### src/rtl/count_bcd_display_if.sv
// Bundles the converter request and result/display signals.
// The master side drives count_in and load; the slave (converter) drives everything else.
interface count_bcd_display_if;
  logic [7:0]  count_in;
  logic        load;
  logic        busy;
  logic [11:0] bcd_out;
  logic        bcd_valid;
  logic [6:0]  seg;
  logic [2:0]  digit_sel;

  modport master (
    output count_in,
    output load,
    input  busy,
    input  bcd_out,
    input  bcd_valid,
    input  seg,
    input  digit_sel
  );

  modport slave (
    input  count_in,
    input  load,
    output busy,
    output bcd_out,
    output bcd_valid,
    output seg,
    output digit_sel
  );
endinterface

### src/rtl/count_bcd_display.sv
// Sequential double-dabble converter (8-bit binary to 3-digit BCD) driving a
// multiplexed 7-segment scan with leading-zero blanking.
module count_bcd_display #(
  parameter int REFRESH_DIV = 1024
) (
  input logic              clk,
  input logic              rst,
  count_bcd_display_if.slave bus
);

  localparam logic [1:0] S_IDLE  = 2'd0;
  localparam logic [1:0] S_SHIFT = 2'd1;
  localparam logic [1:0] S_DONE  = 2'd2;

  localparam logic [15:0] DIV_MAX = 16'(REFRESH_DIV - 1);

  logic [1:0]  state_q,     state_d;
  logic [7:0]  bin_q,       bin_d;
  logic [11:0] bcd_q,       bcd_d;
  logic [2:0]  cnt_q,       cnt_d;
  logic [11:0] bcd_out_q,   bcd_out_d;
  logic        bcd_valid_q, bcd_valid_d;
  logic        busy_q,      busy_d;
  logic [15:0] div_q,       div_d;
  logic [2:0]  digit_sel_q, digit_sel_d;

  logic [11:0] bcd_adj;
  logic [3:0]  digit_nib;
  logic        digit_blank;

  genvar gi;
  generate
    for (gi = 0; gi < 3; gi++) begin : g_adj
      assign bcd_adj[gi*4 +: 4] = (bcd_q[gi*4 +: 4] >= 4'd5) ?
                                  bcd_q[gi*4 +: 4] + 4'd3 : bcd_q[gi*4 +: 4];
    end
  endgenerate

  // Result, valid and busy are registered off the FSM state, so they trail it by one edge.
  always_comb begin
    state_d     = state_q;
    bin_d       = bin_q;
    bcd_d       = bcd_q;
    cnt_d       = cnt_q;
    bcd_out_d   = bcd_out_q;
    bcd_valid_d = (state_q == S_DONE);
    busy_d      = (state_q != S_IDLE);
    case (state_q)
      S_IDLE: begin
        if (bus.load) begin
          bin_d   = bus.count_in;
          bcd_d   = 12'h000;
          cnt_d   = 3'd0;
          state_d = S_SHIFT;
        end
      end
      S_SHIFT: begin
        bcd_d = {bcd_adj[10:0], bin_q[7]};
        bin_d = {bin_q[6:0], 1'b0};
        cnt_d = cnt_q + 3'd1;
        if (cnt_q == 3'd7) begin
          state_d = S_DONE;
        end
      end
      S_DONE: begin
        bcd_out_d = bcd_q;
        state_d   = S_IDLE;
      end
      default: state_d = S_IDLE;
    endcase
  end

  always_comb begin
    div_d       = (div_q == DIV_MAX) ? 16'd0 : div_q + 16'd1;
    digit_sel_d = (div_q == DIV_MAX) ? {digit_sel_q[1:0], digit_sel_q[2]} : digit_sel_q;
  end

  always_ff @(posedge clk) begin
    if (rst) begin
      state_q     <= S_IDLE;
      bin_q       <= 8'h00;
      bcd_q       <= 12'h000;
      cnt_q       <= 3'd0;
      bcd_out_q   <= 12'h000;
      bcd_valid_q <= 1'b0;
      busy_q      <= 1'b0;
      div_q       <= 16'd0;
      digit_sel_q <= 3'b001;
    end else begin
      state_q     <= state_d;
      bin_q       <= bin_d;
      bcd_q       <= bcd_d;
      cnt_q       <= cnt_d;
      bcd_out_q   <= bcd_out_d;
      bcd_valid_q <= bcd_valid_d;
      busy_q      <= busy_d;
      div_q       <= div_d;
      digit_sel_q <= digit_sel_d;
    end
  end

  function automatic logic [6:0] seg_enc(input logic [3:0] nib);
    case (nib)
      4'd0:    seg_enc = 7'h7E;
      4'd1:    seg_enc = 7'h30;
      4'd2:    seg_enc = 7'h6D;
      4'd3:    seg_enc = 7'h79;
      4'd4:    seg_enc = 7'h33;
      4'd5:    seg_enc = 7'h5B;
      4'd6:    seg_enc = 7'h5F;
      4'd7:    seg_enc = 7'h70;
      4'd8:    seg_enc = 7'h7F;
      4'd9:    seg_enc = 7'h7B;
      default: seg_enc = 7'h00;
    endcase
  endfunction

  // Tens is blanked only when hundreds is also zero, so 100 still shows its middle 0.
  always_comb begin
    digit_nib   = bcd_out_q[3:0];
    digit_blank = 1'b0;
    case (digit_sel_q)
      3'b010: begin
        digit_nib   = bcd_out_q[7:4];
        digit_blank = (bcd_out_q[11:8] == 4'd0) && (bcd_out_q[7:4] == 4'd0);
      end
      3'b100: begin
        digit_nib   = bcd_out_q[11:8];
        digit_blank = (bcd_out_q[11:8] == 4'd0);
      end
      default: begin
        digit_nib   = bcd_out_q[3:0];
        digit_blank = 1'b0;
      end
    endcase
  end

  assign bus.seg       = digit_blank ? 7'h00 : seg_enc(digit_nib);
  assign bus.digit_sel = digit_sel_q;
  assign bus.busy      = busy_q;
  assign bus.bcd_out   = bcd_out_q;
  assign bus.bcd_valid = bcd_valid_q;

endmodule

### src/flat_wrapper.sv
// flat-port wrapper written by rule: the top's interface ports become plain ports
module count_bcd_display_flat 
#(
  parameter int REFRESH_DIV = 1024
)
  (clk, rst, bus_count_in, bus_load, bus_busy, bus_bcd_out, bus_bcd_valid, bus_seg, bus_digit_sel);
  count_bcd_display_if bus_i ();
  input logic clk;
  input logic rst;
  input wire logic [$bits(bus_i.count_in)-1:0] bus_count_in;
  input wire logic [$bits(bus_i.load)-1:0] bus_load;
  output wire logic [$bits(bus_i.busy)-1:0] bus_busy;
  output wire logic [$bits(bus_i.bcd_out)-1:0] bus_bcd_out;
  output wire logic [$bits(bus_i.bcd_valid)-1:0] bus_bcd_valid;
  output wire logic [$bits(bus_i.seg)-1:0] bus_seg;
  output wire logic [$bits(bus_i.digit_sel)-1:0] bus_digit_sel;
  assign bus_i.count_in = bus_count_in;
  assign bus_i.load = bus_load;
  assign bus_busy = bus_i.busy;
  assign bus_bcd_out = bus_i.bcd_out;
  assign bus_bcd_valid = bus_i.bcd_valid;
  assign bus_seg = bus_i.seg;
  assign bus_digit_sel = bus_i.digit_sel;
  count_bcd_display #(.REFRESH_DIV(REFRESH_DIV)) u_core (.clk(clk), .rst(rst), .bus(bus_i));
endmodule
### config.mk
export PLATFORM = sky130hd
export DESIGN_NAME = count_bcd_display_flat
export DESIGN_NICKNAME = d
export VERILOG_FILES = /design/src/rtl/count_bcd_display_if.sv /design/src/rtl/count_bcd_display.sv /design/src/flat_wrapper.sv
export SDC_FILE = /design/constraint.sdc
export NUM_CORES = 1
export LEC_CHECK = 0
export CAP_MARGIN = 40
export CORE_ASPECT_RATIO = 1.4
export CORE_UTILIZATION = 33
export CTS_CLUSTER_SIZE = 14
export DETAILED_ROUTE_END_ITERATION = 16
export DONT_BUFFER_PORTS = 1
export HOLD_SLACK_MARGIN = 0.1
export PLACE_DENSITY = 0.5
export SYNTH_ARGS = -nofsm -noshare
export SYNTH_HDL_FRONTEND = slang
export SYNTH_SLANG_ARGS = --single-unit
### constraint.sdc
create_clock -name clk -period 3 [get_ports clk]
set_input_delay 0.6 -clock clk [delete_from_list [all_inputs] [get_ports clk]]
set_output_delay 0.6 -clock clk [all_outputs]
set_load 0.01 [all_outputs]
==> results of run 1 <==
-- per-stage QoR --
| stage | utilization | instances | area [sq um] | hold slack (ns) | total power (uW) |
|---|---|---|---|---|---|
| after floorplan | - | 359 | 3000 | 0.437 | 884 |
| after global placement | 0.353 | 451 | 3070 | 0.449 | 885 |
| after detailed placement | 0.353 | 451 | 3070 | 0.452 | 887 |
| after CTS | 0.388 | 466 | 3380 | 0.332 | 1870 |
| after global routing | 0.391 | 466 | 3400 | 0.335 | 1910 |
| final | 0.391 | 466 | 3400 | 0.343 | 1840 |
-- synth_stat cells, drive strengths merged, types with 2 or more instances --
master,instances,area (sq um)
nand3,9,45.0
nor4,2,12.5
o211ai,2,15.0
xor2,7,61.3
xnor2,13,114
ha,14,175
a21o,2,15.0
a21oi,33,165
buf,7,68.8
and4,2,22.5
a22oi,7,52.6
a32oi,2,17.5
nand2,37,141
nand3b,3,22.5
o21ai,12,60.1
nor3b,2,15.0
nor3,15,75.1
mux2,2,22.5
o221ai,3,38.8
clkbuf,14,52.6
dfxtp,58,1160
a211oi,4,35.0
nand2b,8,50.1
and3,4,30.0
nor2,58,283
inv,11,41.3
mux2i,5,50.1
nor2b,13,81.3
or2,2,12.5
-- cell type report --
class                           instances  area (sq um)
Clock buffer                           13           280
Multi-Input combinational cell        269          1720
Fill cell                             939          5310
Clock inverter                          2          10.0
Tap cell                              105           131
Sequential cell                        58          1160
Inverter                               11          41.3
Timing Repair Buffer                    8          60.1
-- flip-flops by register name (all words and copies together) (netlist names) --
name / cells
u_core.cnt_q: 3
u_core.state_q: 2
u_core.bus.bcd_valid: 1
u_core.bus.busy: 1
u_core.bus.digit_sel: 3
u_core.bcd_q: 12
u_core.bin_q: 8
u_core.div_q: 16
u_core.bus.bcd_out: 12
-- report_power, final --
| group | switching (uW) | internal, uW |
|---|---|---|
| registers | 16.2 | 789 |
| clock network | 327 | 639 |
| logic | 38.3 | 26.9 |
| total | 382 | 1450 |
-- critical path, cell delays in order (launching register included) --
cell and delay [ns]:
sky130_fd_sc_hd__dfxtp_1 0.37, sky130_fd_sc_hd__or3b_4 0.45, sky130_fd_sc_hd__o221ai_4 0.25, sky130_fd_sc_hd__inv_1 0.11
sky130_fd_sc_hd__ha_1 0.22, sky130_fd_sc_hd__mux2_2 0.29, sky130_fd_sc_hd__a211oi_4 0.28
-- cells by family after synthesis --
family | count (synthesis)
adder cells (fa/ha/maj) | 14
AND/OR/NAND/NOR | 158
multiplexers | 7
XOR/XNOR | 20
AO/OA/AOI/OAI | 70
flip-flops | 58
buffers and inverters | 32
-- repair_timing --
action / CTS / global route
endpoints found under the setup margin: 3 / 2
gates resized for setup: 2 / 5
gates cloned: 0 / 0
-- routing by layer --
| layer | up-vias | global-route usage | part of all wire |
|---|---|---|---|
| li1 | 1207 | - | - |
| met1 | 1061 | 0.154 | 0.44 |
| met2 | 43 | 0.248 | 0.49 |
| met3 | 13 | 0.0389 | 0.047 |
| met4 | 0 | 0.0759 | 0.023 |
| met5 | - | 0 | 0 |
-- worst min path at each step --
| stage | to | slack (ns) |
|---|---|---|
| 4_1_cts | u_core.div_q[8] | 0.33 |
| 2_1_floorplan | u_core.bin_q[6] | 0.44 |
| 5_1_grt | u_core.div_q[8] | 0.33 |
| 6_report | u_core.div_q[8] | 0.34 |
| 3_3_place_gp | u_core.bin_q[6] | 0.45 |
| 3_5_place_dp | u_core.bin_q[6] | 0.45 |
==> Implementation_results.wiki, run 1 <==
{| class="wikitable"
! Metric !! Value
|-
| Number of clock sinks || 58
|-
| Synthesized Nets || 384
|-
| Detailed-placement wirelength estimate || 4390 um
|-
| Setup violation total in the final timing report || 0
|-
| Netlist Area Pre-Place || 3000 sq um
|-
| Leading cell type in the layout, fill and taps excluded || sky130_fd_sc_hd__dfxtp_1
|-
| Postcts setup bufs || 0
|-
| Capturing element type of the critical path || primary output
|-
| Share of the yosys chip area belonging to registers || 0.387
|-
| Antenna diode count || 0
|-
| Number of search-and-repair iterations in the first detailed-routing pass || 4
|-
| Number of synthesis warnings || 0
|-
| Cell count after synthesis || 359
|-
| Number of design-rule violations left by the first detailed-router iteration || 110
|-
| Number of nets in the final layout || 382
|-
| Worst-Skew Late Latency || 0.32 ns
|-
| Setup slack, reg-to-reg || 0.90 ns
|-
| Number of global-route vias before repair || 2218
|-
| Average wire per standard cell || 13.5 um
|-
| Commonest register cell after synthesis || sky130_fd_sc_hd__dfxtp_1
|-
| Initial cell density of the core || 0.345
|-
| Register bit total from synthesis || 58
|-
| Total power density per cell area || 540 nW/um^2
|-
| Skew final || 0.00480 ns
|-
| Clock root cell || sky130_fd_sc_hd__clkbuf_16
|-
| Final critical-path setup slack || 0.113 ns
|-
| Shortest clock period the worst path allows after layout || 2.89 ns
|-
| Share of cell area taken by muxes after synthesis || 0.0242
|-
| CTS tree || built
|-
| RR Endpoint || u_core.div_q[4]
|-
| Maximum number of pins on one net before global-route repair || 45
|-
| Crit-path max FO || 7
|-
| Core area || 8710 sq um
|-
| Achievable clock frequency || 0.346 GHz
|-
| Routed wire length || 6270 um
|-
| Most used cells in the layout excluding fill and tap cells || sky130_fd_sc_hd__dfxtp_1, sky130_fd_sc_hd__nor2_1, sky130_fd_sc_hd__nand2_1
|-
| Largest family of logic cells by synthesized area || simple AND/OR/NAND/NOR gates
|-
| Post-cts hold buffer count || 0
|-
| Origin of the worst setup path || u_core.bus.digit_sel[0]
|-
| Transition time at the pin with the least slew margin || 0.758 ns
|-
| Distinct cell type count after synthesis || 46
|-
| MaxCap Viol Count || 0
|-
| Setup repair after global routing missed its margin || no
|-
| Crit start category || flip-flop
|-
| Number of buffers created by CTS || 9
|-
| Fraction of layout instances using a drive strength above 1 || 0.130
|-
| Total overflow reported by the global router || 0
|-
| Remaining max-slew budget at the tightest pin || 0.494
|-
| Number of levels in the clock H-tree || 3
|-
| Worst setup path class || reg -> out
|-
| Input/output buffers || 0
|-
| Launch point of the worst reg-to-reg path || u_core.div_q[0]
|-
| Depth of the worst register-to-register path || 7
|-
| Worst Setup Slack post-DPL || 0.178 ns
|-
| Initial antenna violation count || 0
|-
| Result of the run || finished, final reports clean
|-
| Endpoint arrival time on the critical path || 2.29 ns
|-
| Post-synthesis xor/xnor area fraction || 0.0583
|-
| Hold Path Origin || rst
|-
| Required time of the worst setup path || 2.40 ns
|-
| Worst min-delay path class || in -> reg
|-
| Count of pins on the block boundary || 35
|-
| Number of enable-type register cells in the synthesized netlist || 0
|-
| Area of the die || 9490 sq um
|-
| Fin. max-slew vios || 0
|-
| Clock-pin slew on the worst setup and hold paths || 0.05 ns
|-
| Aggregate global-route resource usage || 0.143
|-
| Fraction of registers with async set/reset || 0
|-
| Final estimated routing congestion in global placement || 0.727
|-
| Total via count after detailed routing || 2324
|-
| Adder-cell share of the synthesized area || 0.0583
|-
| Number of cell rows || 40
|-
| Antenna viol nets, final || 0
|-
| DR DRC count || 0
|-
| Post-synthesis compound-gate area fraction || 0.147
|-
| Post-synthesis area per instance || 8.37 sq um
|-
| Detailed-route vias per instance || 4.99
|-
| Min-Delay Path Depth || 1
|-
| Maximum number of buffers from clock root to sink || 2
|-
| Basic-gate share of the synthesized area counting and, or, nand and nor cells || 0.272
|-
| Die width || 82.6 um
|-
| Synthesis-to-finish area growth || 13.2%
|-
| Portion of the clock cycle consumed by the worst path in the final layout || 0.962
|-
| Worst ir drop on vdd || 306 uV
|-
| Die H || 115 um
|-
| Worst setup path endpoint || bus_seg[3]
|-
| Setup TNS || 0 ns
|-
| Cell leakage power || 0.00128 uW
|-
| Wire length of the first global-routing pass || 10200 um
|-
| Number of hold-slack violations in the final timing report || 0
|}
Note: power is estimated with default switching activity, not from simulation.
==> inputs of run 2 (changes only) <==
Settings changed: CORE_ASPECT_RATIO 1.4 to default.
==> Implementation_results.wiki, run 2 (synthesized netlist as in run 1, its figures left out) <==
{| class="wikitable"
! Metric !! Value
|-
| Routed wire length || 6210 um
|-
| Aggregate global-route resource usage || 0.139
|-
| Skew final || 0.0110 ns
|-
| Fin. max-slew vios || 0
|-
| Worst setup path class || reg -> out
|-
| Final estimated routing congestion in global placement || 0.778
|-
| Largest register FFs || 16
|-
| Clock root cell || sky130_fd_sc_hd__clkbuf_8
|-
| Cell leakage power || 0.00124 uW
|-
| Synthesis-to-finish area growth || 10.2%
|-
| Buffering stage count on the worst path with inverters included || 1
|-
| Shortest clock period the worst path allows after layout || 2.88 ns
|-
| Crit-path slowest cell || sky130_fd_sc_hd__or3b_4
|-
| Transition time at the pin with the least slew margin || 0.890 ns
|-
| Initial antenna violation count || 0
|-
| Wire length of the first global-routing pass || 10700 um
|-
| Number of cell rows || 34
|-
| CTS tree || built
|-
| Core area || 8760 sq um
|-
| Maximum number of buffers from clock root to sink || 2
|-
| Portion of the clock cycle consumed by the worst path in the final layout || 0.958
|-
| Worst-Skew Late Latency || 0.34 ns
|-
| Maximum cell stage delay along the critical path || 0.44 ns
|-
| Setup repair after global routing missed its margin || no
|-
| Final design utilization || 0.378
|-
| Achievable clock frequency || 0.348 GHz
|-
| Input/output buffers || 0
|-
| Post-cts hold buffer count || 0
|-
| Die width || 97.4 um
|-
| Result of the run || finished, final reports clean
|-
| Crit-path max FO || 4
|-
| Setup violation total in the final timing report || 0
|-
| Top Family by Delay on Critical Path || compound AO/OA/AOI/OAI gates
|-
| Number of hold-slack violations in the final timing report || 0
|-
| Total overflow reported by the global router || 0
|-
| Count of pins on the block boundary || 35
|-
| Antenna viol nets, final || 0
|-
| Remaining max-slew budget at the tightest pin || 0.405
|-
| Final critical-path setup slack || 0.125 ns
|-
| Number of design-rule violations left by the first detailed-router iteration || 108
|-
| Total power density per cell area || 479 nW/um^2
|-
| Post-detailed-placement cell area || 3090 sq um
|-
| Worst min-delay path class || in -> reg
|-
| Die H || 97.4 um
|-
| Post-route design area || 3310 sq um
|-
| Area of the die || 9490 sq um
|-
| Placed cell count || 455
|-
| MaxCap Viol Count || 0
|-
| Number of nets in the final layout || 384
|-
| Setup TNS || 0 ns
|-
| Final cell count without fillers || 470
|-
| Capturing element type of the critical path || primary output
|-
| Critical path cell sequence || or3b_4, o221ai_2, inv_1, ha_1, mux2_2, a211oi_4
|-
| Clock-pin slew on the worst setup and hold paths || 0.07 ns
|-
| Leading cell type in the layout, fill and taps excluded || sky130_fd_sc_hd__dfxtp_1
|-
| Antenna diode count || 0
|-
| DR DRC count || 0
|-
| Number of global-route vias before repair || 2228
|-
| Required time of the worst setup path || 2.40 ns
|-
| Average wire per standard cell || 13.2 um
|-
| Endpoint arrival time on the critical path || 2.28 ns
|-
| Detailed-route vias per instance || 5.01
|-
| Fraction of layout instances using a drive strength above 1 || 0.133
|-
| Number of search-and-repair iterations in the first detailed-routing pass || 5
|-
| Number of clock sinks || 58
|-
| Maximum number of pins on one net before global-route repair || 45
|-
| Worst ir drop on vdd || 184 uV
|-
| Most used cells in the layout excluding fill and tap cells || sky130_fd_sc_hd__dfxtp_1, sky130_fd_sc_hd__nor2_1, sky130_fd_sc_hd__nand2_1
|-
| Detailed-placement wirelength estimate || 4180 um
|-
| Crit start category || flip-flop
|-
| Initial cell density of the core || 0.343
|-
| Total via count after detailed routing || 2355
|-
| Number of levels in the clock H-tree || 3
|-
| Most flop-heavy register || u_core.div_q
|-
| Worst Setup Slack post-DPL || 0.226 ns
|-
| Number of buffers created by CTS || 9
|}
run 2: changes by cell type in the layout (fill, tap and decap cells not counted):
cell / before / now
sky130_fd_sc_hd__bufinv_16: 0 / 1
sky130_fd_sc_hd__clkbuf_16: 9 / 0
sky130_fd_sc_hd__o21ai_0: 10 / 11
sky130_fd_sc_hd__clkbuf_8: 4 / 11
sky130_fd_sc_hd__o21ai_1: 2 / 1
sky130_fd_sc_hd__buf_4: 8 / 10
sky130_fd_sc_hd__o221ai_2: 1 / 2
sky130_fd_sc_hd__o221ai_4: 2 / 1
run 2: layout make-up:
class | instances | area, sq um
Inverter | 11 | 41.3
Timing Repair Buffer | 10 | 75.1
Tap cell | 108 | 135
Clock inverter | 3 | 40.0
Sequential cell | 58 | 1160
Multi-Input combinational cell | 269 | 1710
Fill cell | 922 | 5450
Clock buffer | 11 | 151
run 2: layer usage:
layer,wire length [um],GRT usage,part of all wire
met3,341,0.0540,0.055
met5,0,0,0
met4,57,0.0441,0.0092
met1,3100,0.181,0.50
met2,2710,0.211,0.44
run 2: final timing paths:
| kind | start | endpoint | slack [ns] | cells past startpoint |
|---|---|---|---|---|
| min reg2reg | u_core.bin_q[6] | u_core.bin_q[6] | 0.46 | 2 |
| max | u_core.bus.digit_sel[2] | bus_seg[3] | 0.12 | 6 |
| min | rst | u_core.bcd_q[11] | 0.34 | 1 |
| max reg2reg | u_core.div_q[0] | u_core.div_q[4] | 0.95 | 7 |
run 2: repair_timing:
item,in CTS,in global routing
cloned,0,0
resized for setup,1,4
buffers inserted,0,1
endpoints found under the setup margin,3,2
pin swaps,0,1
run 2: power by group:
group,switching [uW],internal [uW],total [uW]
logic,38.3,26.9,65.3
clock network,302,417,719
registers,15.6,786,802
run 2: per-stage QoR:
stage,hold WS (ns),power [uW]
after floorplan,0.437,884
after global placement,0.442,885
after detailed placement,0.452,886
after CTS,0.313,1610
after global routing,0.302,1660
final,0.338,1590
==> inputs of run 3 (changes only) <==
Clock period 3 ns to 3.62 ns, I/O delays scaled along.
==> Implementation_results.wiki, run 3 (synthesized netlist as in run 1, its figures left out) <==
{| class="wikitable"
! Metric !! Value
|-
| Portion of the clock cycle consumed by the worst path in the final layout || 0.927
|-
| Total overflow reported by the global router || 0
|-
| PostCTS Resize Cnt || 0
|-
| Setup violation total in the final timing report || 0
|-
| Setup slack, reg-to-reg || 1.56 ns
|-
| Antenna viol nets, final || 0
|-
| Depth of the worst register-to-register path || 7
|-
| Largest register FFs || 16
|-
| Area of the die || 9490 sq um
|-
| Post-cts hold buffer count || 0
|-
| Clock root cell || sky130_fd_sc_hd__clkbuf_8
|-
| RR Endpoint || u_core.div_q[2]
|-
| Maximum number of buffers from clock root to sink || 2
|-
| Initial cell density of the core || 0.343
|-
| Skew final || 0.00781 ns
|-
| Detailed-placement wirelength estimate || 4110 um
|-
| Number of buffers created by CTS || 9
|-
| Remaining max-slew budget at the tightest pin || 0.465
|-
| Launch point of the worst reg-to-reg path || u_core.div_q[0]
|-
| Final estimated routing congestion in global placement || 0.793
|-
| Crit start category || flip-flop
|-
| Post-route design area || 3260 sq um
|-
| Number of clock sinks || 58
|-
| Worst ir drop on vdd || 174 uV
|-
| Input/output buffers || 0
|-
| Total via count after detailed routing || 2334
|-
| Postcts setup bufs || 0
|-
| Most flop-heavy register || u_core.div_q
|-
| Die H || 97.4 um
|-
| Total power density per cell area || 408 nW/um^2
|-
| Worst min-delay path class || reg -> reg
|-
| Worst-Skew Late Latency || 0.33 ns
|-
| Average wire per standard cell || 13.0 um
|-
| Required time of the worst setup path || 2.90 ns
|-
| Setup TNS || 0 ns
|-
| Setup repair after global routing missed its margin || no
|-
| Maximum number of pins on one net before global-route repair || 45
|-
| Routed wire length || 6060 um
|-
| Detailed-route vias per instance || 5.00
|-
| Shortest clock period the worst path allows after layout || 3.36 ns
|-
| Number of hold-slack violations in the final timing report || 0
|-
| Antenna diode count || 0
|-
| Transition time at the pin with the least slew margin || 0.801 ns
|-
| Worst setup path class || reg -> out
|-
| Number of filler instances in the final layout || 903
|-
| Fraction of layout instances using a drive strength above 1 || 0.120
|-
| Leading cell type in the layout, fill and taps excluded || sky130_fd_sc_hd__dfxtp_1
|-
| Cell leakage power || 0.00121 uW
|-
| Fin. max-slew vios || 0
|-
| Number of levels in the clock H-tree || 3
|-
| Count of pins on the block boundary || 35
|-
| Number of global-route vias before repair || 2254
|-
| Worst Hold Endpoint || u_core.bin_q[6]
|-
| MaxCap Viol Count || 0
|-
| Number of cell rows || 34
|-
| Result of the run || finished, final reports clean
|-
| Endpoint arrival time on the critical path || 2.63 ns
|-
| Post-detailed-placement cell area || 3060 sq um
|-
| Synthesis-to-finish area growth || 8.50%
|-
| Most used cells in the layout excluding fill and tap cells || sky130_fd_sc_hd__dfxtp_1, sky130_fd_sc_hd__nor2_1, sky130_fd_sc_hd__nand2_1
|-
| Wire length of the first global-routing pass || 10800 um
|-
| Number of design-rule violations left by the first detailed-router iteration || 123
|-
| Crit-path max FO || 11
|-
| Number of nets in the final layout || 379
|-
| Core area || 8760 sq um
|-
| Achievable clock frequency || 0.298 GHz
|-
| Min-Delay Path Depth || 2
|-
| Clock-pin slew on the worst setup and hold paths || 0.07 ns
|-
| Die width || 97.4 um
|-
| Aggregate global-route resource usage || 0.139
|-
| Initial antenna violation count || 0
|-
| Capturing element type of the critical path || primary output
|-
| CTS tree || built
|-
| DR DRC count || 0
|-
| Number of search-and-repair iterations in the first detailed-routing pass || 4
|-
| Hold Path Origin || u_core.bin_q[6]
|}
[run 3: worst max-delay path, cell delays in order, from the launching register on]
cell and delay, ns:
sky130_fd_sc_hd__dfxtp_1 0.43, sky130_fd_sc_hd__or3b_4 0.48, sky130_fd_sc_hd__o221ai_1 0.43, sky130_fd_sc_hd__inv_1 0.14, sky130_fd_sc_hd__ha_1 0.24, sky130_fd_sc_hd__mux2_2 0.27, sky130_fd_sc_hd__o21ai_0 0.32
[run 3: final cells by class]
type | count | area (sq um) | share of cell area
timing repair buffer | 5 | 37.5 | 0.0115
clock inverter | 5 | 52.6 | 0.0161
multi-input combinational | 269 | 1680 | 0.516
sequential | 58 | 1160 | 0.356
tap | 108 | 135 | 0.0415
inverter | 11 | 41.3 | 0.0127
clock buffer | 11 | 151 | 0.0464
[run 3: stage by stage]
stage	power (uW)	hold slack (ns)	setup WS, ns	cells	utilization
floorplan	733	0.437	0.739	359	-
global placement	732	0.443	0.664	450	0.348
detailed placement	734	0.445	0.619	451	0.349
CTS	1350	0.437	0.241	467	0.372
global route	1390	0.439	0.0442	467	0.372
finish	1330	0.455	0.265	467	0.372
[run 3: worst max-delay path by stage]
stage,depth (start not counted),from,end,slack (ns)
6_report,6,u_core.bus.digit_sel[2],bus_seg[6],0.26
5_1_grt,6,u_core.bus.digit_sel[2],bus_seg[6],0.04
4_1_cts,6,u_core.bus.digit_sel[2],bus_seg[6],0.24
3_5_place_dp,6,u_core.bus.digit_sel[2],bus_seg[6],0.62
3_3_place_gp,6,u_core.bus.digit_sel[2],bus_seg[6],0.66
2_1_floorplan,7,u_core.bus.digit_sel[2],bus_seg[3],0.74
[run 3: where the power goes]
| group | total, uW | switching, uW | internal (uW) |
|---|---|---|---|
| clock | 609 | 258 | 352 |
| combinational | 54.3 | 32.0 | 22.4 |
| sequential | 665 | 12.9 | 652 |
| total | 1330 | 303 | 1030 |
[run 3: per-layer routing]
| metal | global-route usage | vias up | routed length (um) |
|---|---|---|---|
| li1 | - | 1207 | - |
| met1 | 0.176 | 1080 | 2980 |
| met2 | 0.217 | 39 | 2750 |
| met3 | 0.0518 | 8 | 271 |
| met4 | 0.0486 | 0 | 58 |
| met5 | 0 | - | 0 |
